===== src/rtl/adder_operand_sequencer.sv =====
// adder_operand_sequencer
//   Upstream stage for a combinational 4-bit ripple adder. Operand pairs are
//   buffered in a small FIFO, presented one pair at a time on add_v1/add_v2,
//   and the returned 5-bit sum is captured into an output register that is
//   handed to the consumer with a valid/ready handshake.
//
// Ports
//   clk, rst_n            clock (rising edge), asynchronous active-low reset
//   in_valid/in_ready     operand pair handshake; in_a/in_b are the operands
//   add_v1/add_v2         registered operands driven to the adder
//   add_sum               adder result (bit 4 = carry)
//   out_valid/out_ready   result handshake; out_sum/out_carry are the result
//   fifo_count            number of pairs waiting in the FIFO
//   done_cnt              results handed off, wraps 255 -> 0
module adder_operand_sequencer #(
  parameter int unsigned DEPTH = 4
) (
  input  logic                     clk,
  input  logic                     rst_n,
  input  logic                     in_valid,
  output logic                     in_ready,
  input  logic [3:0]               in_a,
  input  logic [3:0]               in_b,
  output logic [3:0]               add_v1,
  output logic [3:0]               add_v2,
  input  logic [4:0]               add_sum,
  output logic                     out_valid,
  input  logic                     out_ready,
  output logic [4:0]               out_sum,
  output logic                     out_carry,
  output logic [$clog2(DEPTH):0]   fifo_count,
  output logic [7:0]               done_cnt
);

  localparam int unsigned AW = $clog2(DEPTH);
  localparam int unsigned CW = AW + 1;

  typedef enum logic [1:0] {
    ST_IDLE  = 2'd0,
    ST_DRIVE = 2'd1,
    ST_OUT   = 2'd2
  } state_e;

  state_e          state_q, state_d;
  logic [AW-1:0]   wr_ptr_q, wr_ptr_d;
  logic [AW-1:0]   rd_ptr_q, rd_ptr_d;
  logic [CW-1:0]   count_q, count_d;
  logic [3:0]      v1_q, v1_d;
  logic [3:0]      v2_q, v2_d;
  logic [4:0]      sum_q, sum_d;
  logic            carry_q, carry_d;
  logic            valid_q, valid_d;
  logic [7:0]      done_q, done_d;

  logic [7:0]      mem_q [DEPTH];
  logic [7:0]      head;
  logic            push;
  logic            pop;
  logic            fifo_empty;

  // Decoded from registers only so the upstream never sees a combinational path.
  assign in_ready   = (count_q != CW'(DEPTH));
  assign fifo_empty = (count_q == '0);
  assign push       = in_valid && in_ready;
  assign head       = mem_q[rd_ptr_q];

  always_comb begin
    state_d  = state_q;
    v1_d     = v1_q;
    v2_d     = v2_q;
    sum_d    = sum_q;
    carry_d  = carry_q;
    valid_d  = valid_q;
    done_d   = done_q;
    pop      = 1'b0;

    unique case (state_q)
      ST_IDLE: begin
        if (!fifo_empty) begin
          v1_d    = head[7:4];
          v2_d    = head[3:0];
          pop     = 1'b1;
          state_d = ST_DRIVE;
        end
      end
      ST_DRIVE: begin
        sum_d   = add_sum;
        carry_d = add_sum[4];
        valid_d = 1'b1;
        state_d = ST_OUT;
      end
      ST_OUT: begin
        if (valid_q && out_ready) begin
          done_d  = done_q + 8'd1;
          valid_d = 1'b0;
          // Hand-off and the next load share one edge to sustain 1 result / 2 cycles.
          if (!fifo_empty) begin
            v1_d    = head[7:4];
            v2_d    = head[3:0];
            pop     = 1'b1;
            state_d = ST_DRIVE;
          end else begin
            state_d = ST_IDLE;
          end
        end
      end
      default: state_d = ST_IDLE;
    endcase

    wr_ptr_d = push ? wr_ptr_q + AW'(1) : wr_ptr_q;
    rd_ptr_d = pop  ? rd_ptr_q + AW'(1) : rd_ptr_q;

    count_d = count_q;
    if (push && !pop) begin
      count_d = count_q + CW'(1);
    end else if (pop && !push) begin
      count_d = count_q - CW'(1);
    end
  end

  always_ff @(posedge clk or negedge rst_n) begin
    if (!rst_n) begin
      state_q  <= ST_IDLE;
      wr_ptr_q <= '0;
      rd_ptr_q <= '0;
      count_q  <= '0;
      v1_q     <= '0;
      v2_q     <= '0;
      sum_q    <= '0;
      carry_q  <= 1'b0;
      valid_q  <= 1'b0;
      done_q   <= '0;
    end else begin
      state_q  <= state_d;
      wr_ptr_q <= wr_ptr_d;
      rd_ptr_q <= rd_ptr_d;
      count_q  <= count_d;
      v1_q     <= v1_d;
      v2_q     <= v2_d;
      sum_q    <= sum_d;
      carry_q  <= carry_d;
      valid_q  <= valid_d;
      done_q   <= done_d;
    end
  end

  // Storage needs no reset: entries are only read once count says they are valid.
  always_ff @(posedge clk) begin
    if (push) begin
      mem_q[wr_ptr_q] <= {in_a, in_b};
    end
  end

  assign add_v1     = v1_q;
  assign add_v2     = v2_q;
  assign out_sum    = sum_q;
  assign out_carry  = carry_q;
  assign out_valid  = valid_q;
  assign fifo_count = count_q;
  assign done_cnt   = done_q;

endmodule

===== config.mk =====
export PLATFORM = sky130hd
export DESIGN_NAME = adder_operand_sequencer
export DESIGN_NICKNAME = d
export VERILOG_FILES = /design/src/rtl/adder_operand_sequencer.sv
export SDC_FILE = /design/constraint.sdc
export NUM_CORES = 1
export LEC_CHECK = 0
export ABC_AREA = 1
export BUFFER_PORTS_ARGS = -buffer_cell sky130_fd_sc_hd__buf_4
export CELL_PAD_IN_SITES_DETAIL_PLACEMENT = 1
export CELL_PAD_IN_SITES_GLOBAL_PLACEMENT = 1
export CORE_ASPECT_RATIO = 1.5
export CORE_MARGIN = 2
export CORE_UTILIZATION = 45
export DETAILED_ROUTE_END_ITERATION = 10
export PLACE_DENSITY_LB_ADDON = 0.08
export SLEW_MARGIN = 20
export SYNTH_ARGS = -nofsm -noshare
export SYNTH_HDL_FRONTEND = slang
export SYNTH_SLANG_ARGS = --single-unit

===== constraint.sdc =====
create_clock -name clk -period 4.85 [get_ports clk]
set_input_delay 0.97 -clock clk [delete_from_list [all_inputs] [get_ports clk]]
set_output_delay 0.97 -clock clk [all_outputs]
set_load 0.01 [all_outputs]

Word-level counts from Yosys, hierarchy flattened
Memories as Yosys holds them, arrays and structs flattened.
Index checks and enable logic that the tools add are counted.
{ "totals": {"regBits": 32, "ramBits": 32, "inputBits": 17, "out_inout_bits": 27, "wordCells": 55, "mem_count": 1} }
{ "op_classes": {"add_sub_neg": 5, "n_eq_ne": 5, "muxes": 19, "n_reduce_logical": 15} }
{ "mem_list": {"columns": ["memory", "depth", "width", "rd", "rd_clocked_by_memory_dff", "wr", "line", "source"], "rows": [
  ["mem_q", 4, 8, 1, 0, 1, "55", "logic [7:0] mem_q [DEPTH];"]
]} }
{ "ops": {"columns": ["operator", "n"], "rows": [
  ["$mux 4", 4],
  ["$pmux 4 s2", 2],
  ["$add 8x1->8 const B", 1],
  ["$reduce_and 2->1", 4],
  ["$mux 1", 6],
  ["$mux 3", 2],
  ["$pmux 2 s3", 1],
  ["$reduce_bool 2->1", 3],
  ["$add 2x1->2 const B", 2],
  ["$logic_and 1x1->1", 4],
  ["$mux 2", 2],
  ["$ne 2x2->1 const B", 2],
  ["$pmux 1 s2", 2],
  ["$add 3x1->3 const B", 1],
  ["$logic_not 3->1", 1],
  ["$ne 3x3->1 const B", 1],
  ["$sub 3x1->3 const B", 1],
  ["$eq 2x1->1 const B", 1],
  ["$eq 2x2->1 const B", 1],
  ["$logic_not 1->1", 2],
  ["$logic_not 2->1", 1]
]} }

Depth between registers and ports, before layout
Gate-level depths: netlist of run 1.
{ "depth": {"ltp_word": 7, "mapped_depth": 10, "mapped_depth_nobuf": 10} }

Least setup slack after synthesis of run 1
OpenSTA, ideal clock, no wires.
{ "synth_path": {"path_type": "input to register", "start": "input port out_ready", "end": "register count_q[2], in the netlist fifo_count[2]", "setup_time_ns": 0.079, "arrival_time_ns": 2.442, "required_ns": 4.771, "path_slack_ns": 2.329, "stages": 10, "path_buffers": 1, "cell_sequence": "nand2_2 nand3_2 nand3_4 buf_6 ha_1 inv_1 fa_1 or2_2 nand2_1 xor2_1"} }
{ "synth_via": {"elab_chain_cells": 6, "word_cells_on_any_way": 8, "classes_between": "mux: 3; reduce/logical: 5"} }
{ "synth_lines": {"columns": ["element", "line", "source"], "rows": [
  ["from (decl)", "28", "input logic out_ready,"],
  ["$logic_and 1x1->1 *", "93", "if (valid_q && out_ready) begin"],
  ["$mux 1 *", "93", null],
  ["$pmux 1 s2 *", "77", "unique case (state_q)"],
  ["$logic_not 1->1", "114", "if (push && !pop) begin"],
  ["$logic_and 1x1->1", "114", null],
  ["$mux 3 or $reduce_bool 2->1 (tied branches)", null, null],
  ["to (signal assigned)", "137", "count_q <= count_d;"],
  ["to (decl)", "47", "logic [CW-1:0] count_q, count_d;"]
]} }
Mark *: on every way between the ends. The rest lies on a longest branch, timed or not.
A chain may end at the register's enable or synchronous reset.

Worst setup path in the final report of run 1
Ends and elaborated chain as after synthesis.

==> results.json, run 1 <==
{
  "outcome": "finished clean",
  "cts_tree": "yes",
  "rsz0062_at_grt": "no",
  "port_buffers": 43,
  "min_path_type": "flip-flop to flip-flop",
  "finClkSkew_ps": 7.37,
  "synth_edf_count": 32,
  "crit_required_ps": 5110,
  "drive_gt1_frac": 0.259,
  "grt_max_degree": 32,
  "synth.top_cell.area_share": 0.351,
  "max-vdd-ir-drop_mv": 0.408,
  "vias_per_cell": 5.02,
  "netlist_area_mm2": 0.00274,
  "fmax_mhz": 415,
  "ant_nets": 0,
  "grt.overflow.total": 0,
  "pwr_density_cell_mw_per_mm2": 660,
  "synth_fp_nets": 276,
  "avgSynthCellArea_um2": 10.9,
  "cts.path.max_buffers": 2,
  "yosys_warnings": 0,
  "cts_root_buffer": "clkbuf_8",
  "drt_iter0_drc": 40,
  "crit_path_end_kind": "flip-flop",
  "slew_headroom": 0.423,
  "crit_path_cell_trace": "buf_4 -> nand2_2 -> nand3_2 -> nand3_4 -> ha_1 -> inv_1 -> fa_1 -> or2_2 -> nand2_1 -> xor2_1",
  "synthTopCellsByCount": "nand2_1 (62), nor2_1 (41), edfxtp_1 (32)",
  "post_cts_buffers": 0,
  "synthesis.instances": 252,
  "rows": 34,
  "cts_sinks": 63,
  "synth_top_area_cell": "edfxtp_1",
  "area_growth_pct": 20.8,
  "die_w_um": 67.7,
  "synth_area_leaders": "edfxtp_1 (35%), dfrtp_1 (28%), nand2_1 (8.5%), nor2_1 (5.6%), ha_1 (2.7%)",
  "min_period_ps": 2410,
  "whs_ps": 491,
  "crit_fanout": 13,
  "grt_use_total": 0.206,
  "drc": 0,
  "path_delay_family": "simple AND/OR/NAND/NOR gates",
  "slowest_stage": "fa_1",
  "hold_violations": 0,
  "post-route-period-util": 0.497,
  "power.leakage_uw": 0.00149,
  "tightest_slew_ps": 862,
  "final_nets": 324,
  "grt_pass1_wl_mm": 9.84,
  "dpl.hpwl_mm": 4.30,
  "slowest_delay_ps": 380,
  "seq_area_frac_synth": 0.635,
  "worstPathArrival_ps": 2670,
  "start_kind": "input port",
  "dr.pass1.iters": 6,
  "dieHeight_um": 99.5,
  "antenna_cells": 0,
  "wl_per_cell_um": 16.2,
  "cts_hold_buf": 0,
  "first_global_vias": 2055,
  "io_pins": 44,
  "synth_ff_type": "edfxtp_1",
  "cts_max_level": 3,
  "initial_core_util": 0.470,
  "antenna_found_initial": 0,
  "ys_ff_latch": 63,
  "finalSetupTns_ps": 0,
  "vias": 1891,
  "critPathKind": "input port to flip-flop",
  "numCtsBuffers": 9,
  "coreArea_mm2": 0.00583,
  "gp_congestion": 0.722,
  "yosysMostFrequentCell": "nand2_1",
  "cts_resized": 0,
  "crit_buf_inv": 2,
  "totalWireLength_mm": 6.10,
  "dieArea_mm2": 0.00673,
  "clk_pin_slew_ps": 70,
  "setup_viol": 0,
  "drv_cap": 0,
  "drv_slew": 0,
  "synth_cell_types": 28,
  "async_reset_ff_frac": 0.492,
  "insertion_delay_ps": 340
}
## sequential cells by signal (all words and copies together) (netlist names)
signal	cells
add_v1	4
add_v2	4
done_cnt	8
fifo_count	3
mem_q	32
out_sum	5
out_valid	1
rd_ptr_q	2
state_q	2
wr_ptr_q	2
## worst reg2reg max path: stages, from the launching register on
cell	delay, ps
dfrtp_1	440
inv_1	90
nand3_1	140
nand2_1	170
inv_1	160
ha_1	160
inv_1	70
fa_1	380
or2_2	310
nand2_1	80
xor2_1	140
## cells in the final DEF, fill, tap and decap left out, types with 2 or more instances in the layout
master / instances
nor2_2: 3
inv_1: 18
nand2_4: 2
clkbuf_8: 9
o21ai_0: 7
a21oi_1: 2
nand2_2: 2
clkinv_2: 2
dfrtp_1: 31
mux2_2: 5
xor2_1: 4
nor2_1: 41
clkinvlp_4: 2
bufinv_16: 2
buf_4: 43
inv_2: 3
o21ai_1: 11
edfxtp_1: 32
nand3_1: 5
nand2_1: 62
ha_1: 6
xnor2_1: 4
## path summary, 6_finish.rpt
| check | startpoint | end | slack, ps | cells after the start |
|---|---|---|---|---|
| setup / recovery | out_ready | fifo_count[2]$_DFFE_PN0P_ | 2440 | 10 |
| hold / removal | add_v1[1]$_DFFE_PN0P_ | add_v1[1]$_DFFE_PN0P_ | 490 | 2 |
| setup reg to reg | fifo_count[0]$_DFFE_PN0P_ | fifo_count[2]$_DFFE_PN0P_ | 2640 | 10 |
| hold reg to reg | add_v1[1]$_DFFE_PN0P_ | add_v1[1]$_DFFE_PN0P_ | 490 | 2 |
| max in group asynchronous | rst_n | out_valid$_DFFE_PN0P_ | 3980 | 1 |
| min in group asynchronous | rst_n | done_cnt[5]$_DFFE_PN0P_ | 560 | 1 |
## final cells by class
class | count | area [µm²]
flip-flops and latches | 63 | 1740
fillers | 675 | 2520
well taps | 72 | 90.1
repair buffers | 43 | 323
clock inverters | 6 | 85.1
multi-input cells | 161 | 855
clock buffers | 10 | 128
inverters | 22 | 87.6
## layer usage
| layer | GRT usage | share of wire | up-vias | routed length, µm |
|---|---|---|---|---|
| met2 | 0.374 | 0.58 | 44 | 3510 |
| met5 | 0 | 0 | - | 0 |
| met4 | 0.0989 | 0.015 | 0 | 91 |
| met1 | 0.210 | 0.37 | 937 | 2250 |
| li1 | - | - | 900 | - |
| met3 | 0.0554 | 0.040 | 10 | 245 |
## report_power, final
| group | internal (µW) | leakage (µW) | total, µW | switching (µW) |
|---|---|---|---|---|
| combinational | 331 | 0.000720 | 802 | 471 |
| sequential | 740 | 0.000672 | 887 | 147 |
| clock | 288 | 0.000102 | 492 | 205 |
## per-stage QoR
stage | power, µW | worst slack, ps | instance area [µm²] | cells | util
floorplan | 1420 | 2330 | 2740 | 252 | -
global placement | 1670 | 2170 | 3090 | 361 | 0.530
detailed placement | 1720 | 2090 | 3090 | 361 | 0.530
CTS | 2220 | 2440 | 3300 | 377 | 0.567
global route | 2350 | 2290 | 3300 | 377 | 0.567
finish | 2180 | 2440 | 3300 | 377 | 0.567
## logic make-up after synthesis
group | count (synthesis) | share of synthesized area
flip-flops | 63 | 0.635
XOR/XNOR | 8 | 0.0256
buffers and inverters | 28 | 0.0530
AO/OA/AOI/OAI | 21 | 0.0398
AND/OR/NAND/NOR | 120 | 0.192
multiplexers | 5 | 0.0206
adder cells (fa/ha/maj) | 7 | 0.0348
(Power assumes the default switching activity.)
==> inputs of run 2 (changes only) <==
--- a/config.mk
+++ b/config.mk
@@ -11,7 +11,7 @@
 export CELL_PAD_IN_SITES_GLOBAL_PLACEMENT = 1
 export CORE_ASPECT_RATIO = 1.5
 export CORE_MARGIN = 2
-export CORE_UTILIZATION = 45
+export CORE_UTILIZATION = 44
 export DETAILED_ROUTE_END_ITERATION = 10
 export PLACE_DENSITY_LB_ADDON = 0.08
 export SLEW_MARGIN = 20
==> constraint.sdc (replaced) <==
create_clock -name clk -period 2.3 [get_ports clk]
set_input_delay 0.46 -clock clk [delete_from_list [all_inputs] [get_ports clk]]
set_output_delay 0.46 -clock clk [all_outputs]
set_load 0.01 [all_outputs]
==> run 2 against run 1 <==
Effect of this change: largest cell class unchanged; routed wire length is 2.2% higher; power is 110% higher; setup slack worse by 2300 ps; sequential share of layout area is 0.55 points lower; highest routed layer unchanged; combinational power is 130% higher; worst hold slack worse by 440 ps; die area is 2.2% higher.
==> results.json, run 2 (same netlist as run 1, synthesis figures left out) <==
{
  "clk_pin_slew_ps": 70,
  "hold_violations": 0,
  "first_global_vias": 2055,
  "busiest_layer": "met2",
  "layout_commonest_cell": "nand2_1",
  "cts_root_buffer": "clkbuf_8",
  "start_kind": "flip-flop",
  "drv_slew": 0,
  "cts_tree": "yes",
  "cpMostUsedCell": "inv_1",
  "power.leakage_uw": 0.00153,
  "finalSetupTns_ps": 0,
  "pwr_density_cell_mw_per_mm2": 1380,
  "grtUsageMet2": 0.357,
  "grt.overflow.total": 0,
  "finClkSkew_ps": 4.07,
  "crit_path_end_kind": "flip-flop",
  "final_nets": 330,
  "antenna_cells": 0,
  "post-route-period-util": 0.928,
  "area_growth_pct": 22.1,
  "insertion_delay_ps": 340,
  "dr.pass1.iters": 4,
  "min_period_ps": 2130,
  "cts_max_level": 3,
  "crit_fanout": 6,
  "fmax_mhz": 469,
  "wl_per_cell_um": 16.2,
  "dieArea_mm2": 0.00688,
  "final_cell_mix": "nand2_1 (61), buf_4 (49), nor2_1 (41)",
  "drt_iter0_drc": 84,
  "gp_congestion": 0.730,
  "io_pins": 44,
  "setup_viol": 0,
  "tightest_slew_ps": 434,
  "slowest_delay_ps": 420,
  "worstPathArrival_ps": 2390,
  "slew_headroom": 0.711,
  "regMostFlops": "mem_q",
  "antenna_found_initial": 0,
  "slowest_stage": "dfrtp_2",
  "grt_util_met1": 0.236,
  "rsz0062_at_grt": "no",
  "vias": 1900,
  "critPathKind": "flip-flop to flip-flop",
  "largest_register_ffs": 32,
  "crit_path_cell_trace": "inv_1 -> nand3_1 -> nand2_2 -> inv_1 -> ha_1 -> inv_1 -> fa_1 -> or2_2 -> nand2_1 -> xor2_1",
  "rows": 35,
  "max-vdd-ir-drop_mv": 0.822,
  "fin_ws_ps": 166,
  "drv_cap": 0,
  "use_met3": 0.0559,
  "ant_nets": 0,
  "port_buffers": 43,
  "min_path_type": "input port to async pin",
  "outcome": "finished clean",
  "die_w_um": 68.4,
  "dieHeight_um": 101,
  "post-place-ws_ps": 111,
  "cts_sinks": 63,
  "crit_required_ps": 2560,
  "initial_core_util": 0.450,
  "drive_gt1_frac": 0.277,
  "totalWireLength_mm": 6.23,
  "coreArea_mm2": 0.00609,
  "cts.path.max_buffers": 2,
  "drc": 0,
  "vias_per_cell": 4.94,
  "post_cts_buffers": 0,
  "grt_max_degree": 32,
  "grt_use_total": 0.212,
  "dpl.hpwl_mm": 4.37,
  "grt_pass1_wl_mm": 10.2,
  "numCtsBuffers": 9
}
[run 2: cell types whose count changed in the layout (fill, tap and decap cells not counted), sizes merged]
cell      delta
buf          +6
bufinv       -1
clkbuf       +2
clkinvlp     -2
clkinv       +1
[run 2: worst max-delay path, delay by kind of cell, from the launching register on]
family,cells,cell delay (ps)
buf+inv,3,260
xor+xnor,1,160
simple gates,4,650
fa+ha+maj,2,560
flops,1,420
[run 2: final cells by class]
type / count / area [µm²]
Inverter: 22 / 87.6
Fill cell: 682 / 2750
Clock buffer: 12 / 155
Multi-Input combinational cell: 161 / 857
Sequential cell: 63 / 1740
Tap cell: 74 / 92.6
Clock inverter: 4 / 43.8
Timing Repair Buffer: 49 / 368
[run 2: report_power, final]
group	internal (µW)	leakage (µW)	switching, µW
Sequential	1560	0.000671	247
Clock	553	0.000104	414
Combinational	758	0.000751	1080
[run 2: stage by stage]
stage / total power, µW / std cells / hold slack (ps) / area, µm² / util
floorplan: 2990 / 252 / 164 / 2740 / -
global placement: 3600 / 369 / 426 / 3140 / 0.516
detailed placement: 3700 / 369 / 429 / 3140 / 0.516
CTS: 4690 / 385 / 58.5 / 3340 / 0.548
global route: 4970 / 385 / 76.6 / 3340 / 0.549
finish: 4610 / 385 / 56.1 / 3340 / 0.549
[run 2: repair_timing]
| action | in CTS | in global routing |
|---|---|---|
| resized for setup | 0 | 2 |
| setup endpoints to repair | 0 | 1 |
| hold buffers | 0 | 0 |
[run 2: routing by layer]
layer  share of wire  up-vias
met4           0.026        0
met5               0        -
met2            0.55       36
met3           0.035       10
met1            0.39      941
li1                -      913
[run 2: worst paths after layout]
check / startpoint / end / slack, ps / cells after the start
worst max-delay path: fifo_count[0]$_DFFE_PN0P_ / fifo_count[2]$_DFFE_PN0P_ / 170 / 10
worst max register to register: fifo_count[0]$_DFFE_PN0P_ / fifo_count[2]$_DFFE_PN0P_ / 170 / 10
worst min-delay path: rst_n / done_cnt[6]$_DFFE_PN0P_ / 60 / 1
worst min register to register: add_v1[1]$_DFFE_PN0P_ / add_v1[1]$_DFFE_PN0P_ / 490 / 2
min in group clk: in_b[3] / mem_q[3][3]$_DFFE_PP_ / 320 / 1
max in group asynchronous: rst_n / fifo_count[0]$_DFFE_PN0P_ / 1910 / 1
==> inputs of run 3 (changes only) <==
--- a/config.mk
+++ b/config.mk
@@ -7,11 +7,12 @@
 export LEC_CHECK = 0
 export ABC_AREA = 1
 export BUFFER_PORTS_ARGS = -buffer_cell sky130_fd_sc_hd__buf_4
-export CELL_PAD_IN_SITES_DETAIL_PLACEMENT = 1
+export CELL_PAD_IN_SITES_DETAIL_PLACEMENT = 0
 export CELL_PAD_IN_SITES_GLOBAL_PLACEMENT = 1
 export CORE_ASPECT_RATIO = 1.5
 export CORE_MARGIN = 2
 export CORE_UTILIZATION = 44
+export CTS_BUF_LIST = sky130_fd_sc_hd__clkbuf_16
 export DETAILED_ROUTE_END_ITERATION = 10
 export PLACE_DENSITY_LB_ADDON = 0.08
 export SLEW_MARGIN = 20
==> run 3 against run 2 <==
Effect of this change: final area rose by 3.1%; worst hold slack improved by 25 ps; combinational power fell by 4%; sequential power barely moved; register-to-register slack improved by 30 ps.
==> results.json, run 3 (same netlist as run 1, synthesis figures left out) <==
{
  "outcome": "finished clean",
  "drt_iter0_drc": 121,
  "layout_commonest_cell": "nand2_1",
  "wl_per_cell_um": 14.0,
  "fmax_mhz": 476,
  "grt_use_total": 0.185,
  "swShare": 0.341,
  "fillers": 554,
  "grt_pass1_wl_mm": 9.13,
  "max-vdd-ir-drop_mv": 0.812,
  "dieArea_mm2": 0.00688,
  "crit_fanout": 6,
  "share_comb_of_total_power": 0.358,
  "start_kind": "flip-flop",
  "die_w_um": 68.4,
  "rsz0062_at_grt": "no",
  "p_int_uw": 3240,
  "antenna_cells": 0,
  "final_nets": 330,
  "post_cts_buffers": 0,
  "finalSetupTns_ps": 0,
  "vias": 1833,
  "crit_required_ps": 2540,
  "dpl.hpwl_mm": 3.72,
  "cts.path.max_buffers": 2,
  "cts_hold_buf": 0,
  "insertion_delay_ps": 310,
  "hold_violations": 0,
  "vias_per_cell": 4.76,
  "rows": 35,
  "pwr-share-seq": 0.366,
  "totalWireLength_mm": 5.39,
  "dieHeight_um": 101,
  "regArea_mm2": 0.00174,
  "coreArea_mm2": 0.00609,
  "port_buffers": 43,
  "numCtsBuffers": 9,
  "power_frac_clock": 0.277,
  "io_pins": 44,
  "cts_resized": 0,
  "critPathKind": "flip-flop to flip-flop",
  "regMostFlops": "mem_q",
  "min_period_ps": 2100,
  "drv_cap": 0,
  "drv_slew": 0,
  "power.leakage_uw": 0.00158,
  "multi_input_area_um2": 855,
  "first_global_vias": 1919,
  "final_cell_mix": "nand2_1 (62), buf_4 (49), nor2_1 (41)",
  "cts_max_level": 3,
  "largest_register_ffs": 32,
  "initial_core_util": 0.450,
  "min_path_type": "input port to async pin",
  "area_growth_pct": 25.9,
  "gp_congestion": 0.730,
  "tightest_slew_ps": 417,
  "utilization": 0.566,
  "crit_path_end_kind": "flip-flop",
  "dr.pass1.iters": 4,
  "grt.overflow.total": 0,
  "drc": 0,
  "setup_viol": 0,
  "cts_tree": "yes",
  "grt_max_degree": 32,
  "antenna_found_initial": 0,
  "cts_sinks": 63,
  "ant_nets": 0,
  "finClkSkew_ps": 3.73,
  "cts_root_buffer": "clkbuf_16",
  "power.net_switching_uw": 1680,
  "post-route-period-util": 0.914,
  "pwr_density_cell_mw_per_mm2": 1430,
  "drive_gt1_frac": 0.264,
  "slew_headroom": 0.722,
  "worstPathArrival_ps": 2340,
  "clk_pin_slew_ps": 50
}
-- run 3: changes by cell type in the layout (fill, tap and decap cells not counted), sizes merged --
| cell | change |
|---|---|
| inv | +2 |
| clkbuf | -3 |
| bufinv | +1 |
-- run 3: final timing paths --
check                                          startpoint  slack [ps]                         to  depth (start not counted)
worst max-delay path            fifo_count[0]$_DFFE_PN0P_         200  fifo_count[2]$_DFFE_PN0P_                         10
worst min-delay path                                rst_n          80    done_cnt[7]$_DFFE_PN0P_                          1
max in group asynchronous                           rst_n        1920      add_v2[1]$_DFFE_PN0P_                          1
worst max register to register  fifo_count[0]$_DFFE_PN0P_         200  fifo_count[2]$_DFFE_PN0P_                         10
worst min register to register      add_v1[2]$_DFFE_PN0P_         480      add_v1[2]$_DFFE_PN0P_                          2
min in group clk                                  in_b[3]         340      mem_q[1][3]$_DFFE_PP_                          1
-- run 3: power by group through the flow --
stage	Clock, µW	Combinational (µW)	Sequential (µW)
after floorplan	0	1140	1840
after global placement	0	1790	1810
after detailed placement	0	1800	1820
after CTS	1400	1810	1810
after global routing	1450	2010	1850
final	1360	1760	1800
-- run 3: layout make-up --
type / count / area share
clock buffer: 9 / 0.0654
clock inverter: 7 / 0.0232
inverter: 22 / 0.0254
multi-input combinational: 161 / 0.248
sequential: 63 / 0.504
tap: 74 / 0.0269
timing repair buffer: 49 / 0.107
-- run 3: layer usage --
| layer | vias up | wire length [µm] | track usage |
|---|---|---|---|
| met5 | - | 0 | 0 |
| met1 | 868 | 2290 | 0.232 |
| met4 | 0 | 108 | 0.0815 |
| met2 | 38 | 2770 | 0.293 |
| met3 | 10 | 219 | 0.0536 |
| li1 | 917 | - | - |
-- run 3: stage by stage --
stage	area [µm²]	worst slack (ps)	std cells	power [µW]	hold WS, ps
2_1_floorplan	2740	252	252	2990	164
3_3_place_gp	3140	273	369	3600	426
3_5_place_dp	3140	228	369	3620	424
4_1_cts	3440	205	385	5020	86.3
5_1_grt	3440	9.80	385	5310	108
6_report	3440	198	385	4920	80.9
-- run 3: critical path, stage by stage (launching register included) --
cell	delay [ps]
dfrtp_1	430
inv_1	80
nand3_1	110
nand2_1	140
inv_1	130
ha_1	150
inv_1	60
fa_1	370
or2_2	310
nand2_1	90
xor2_1	140
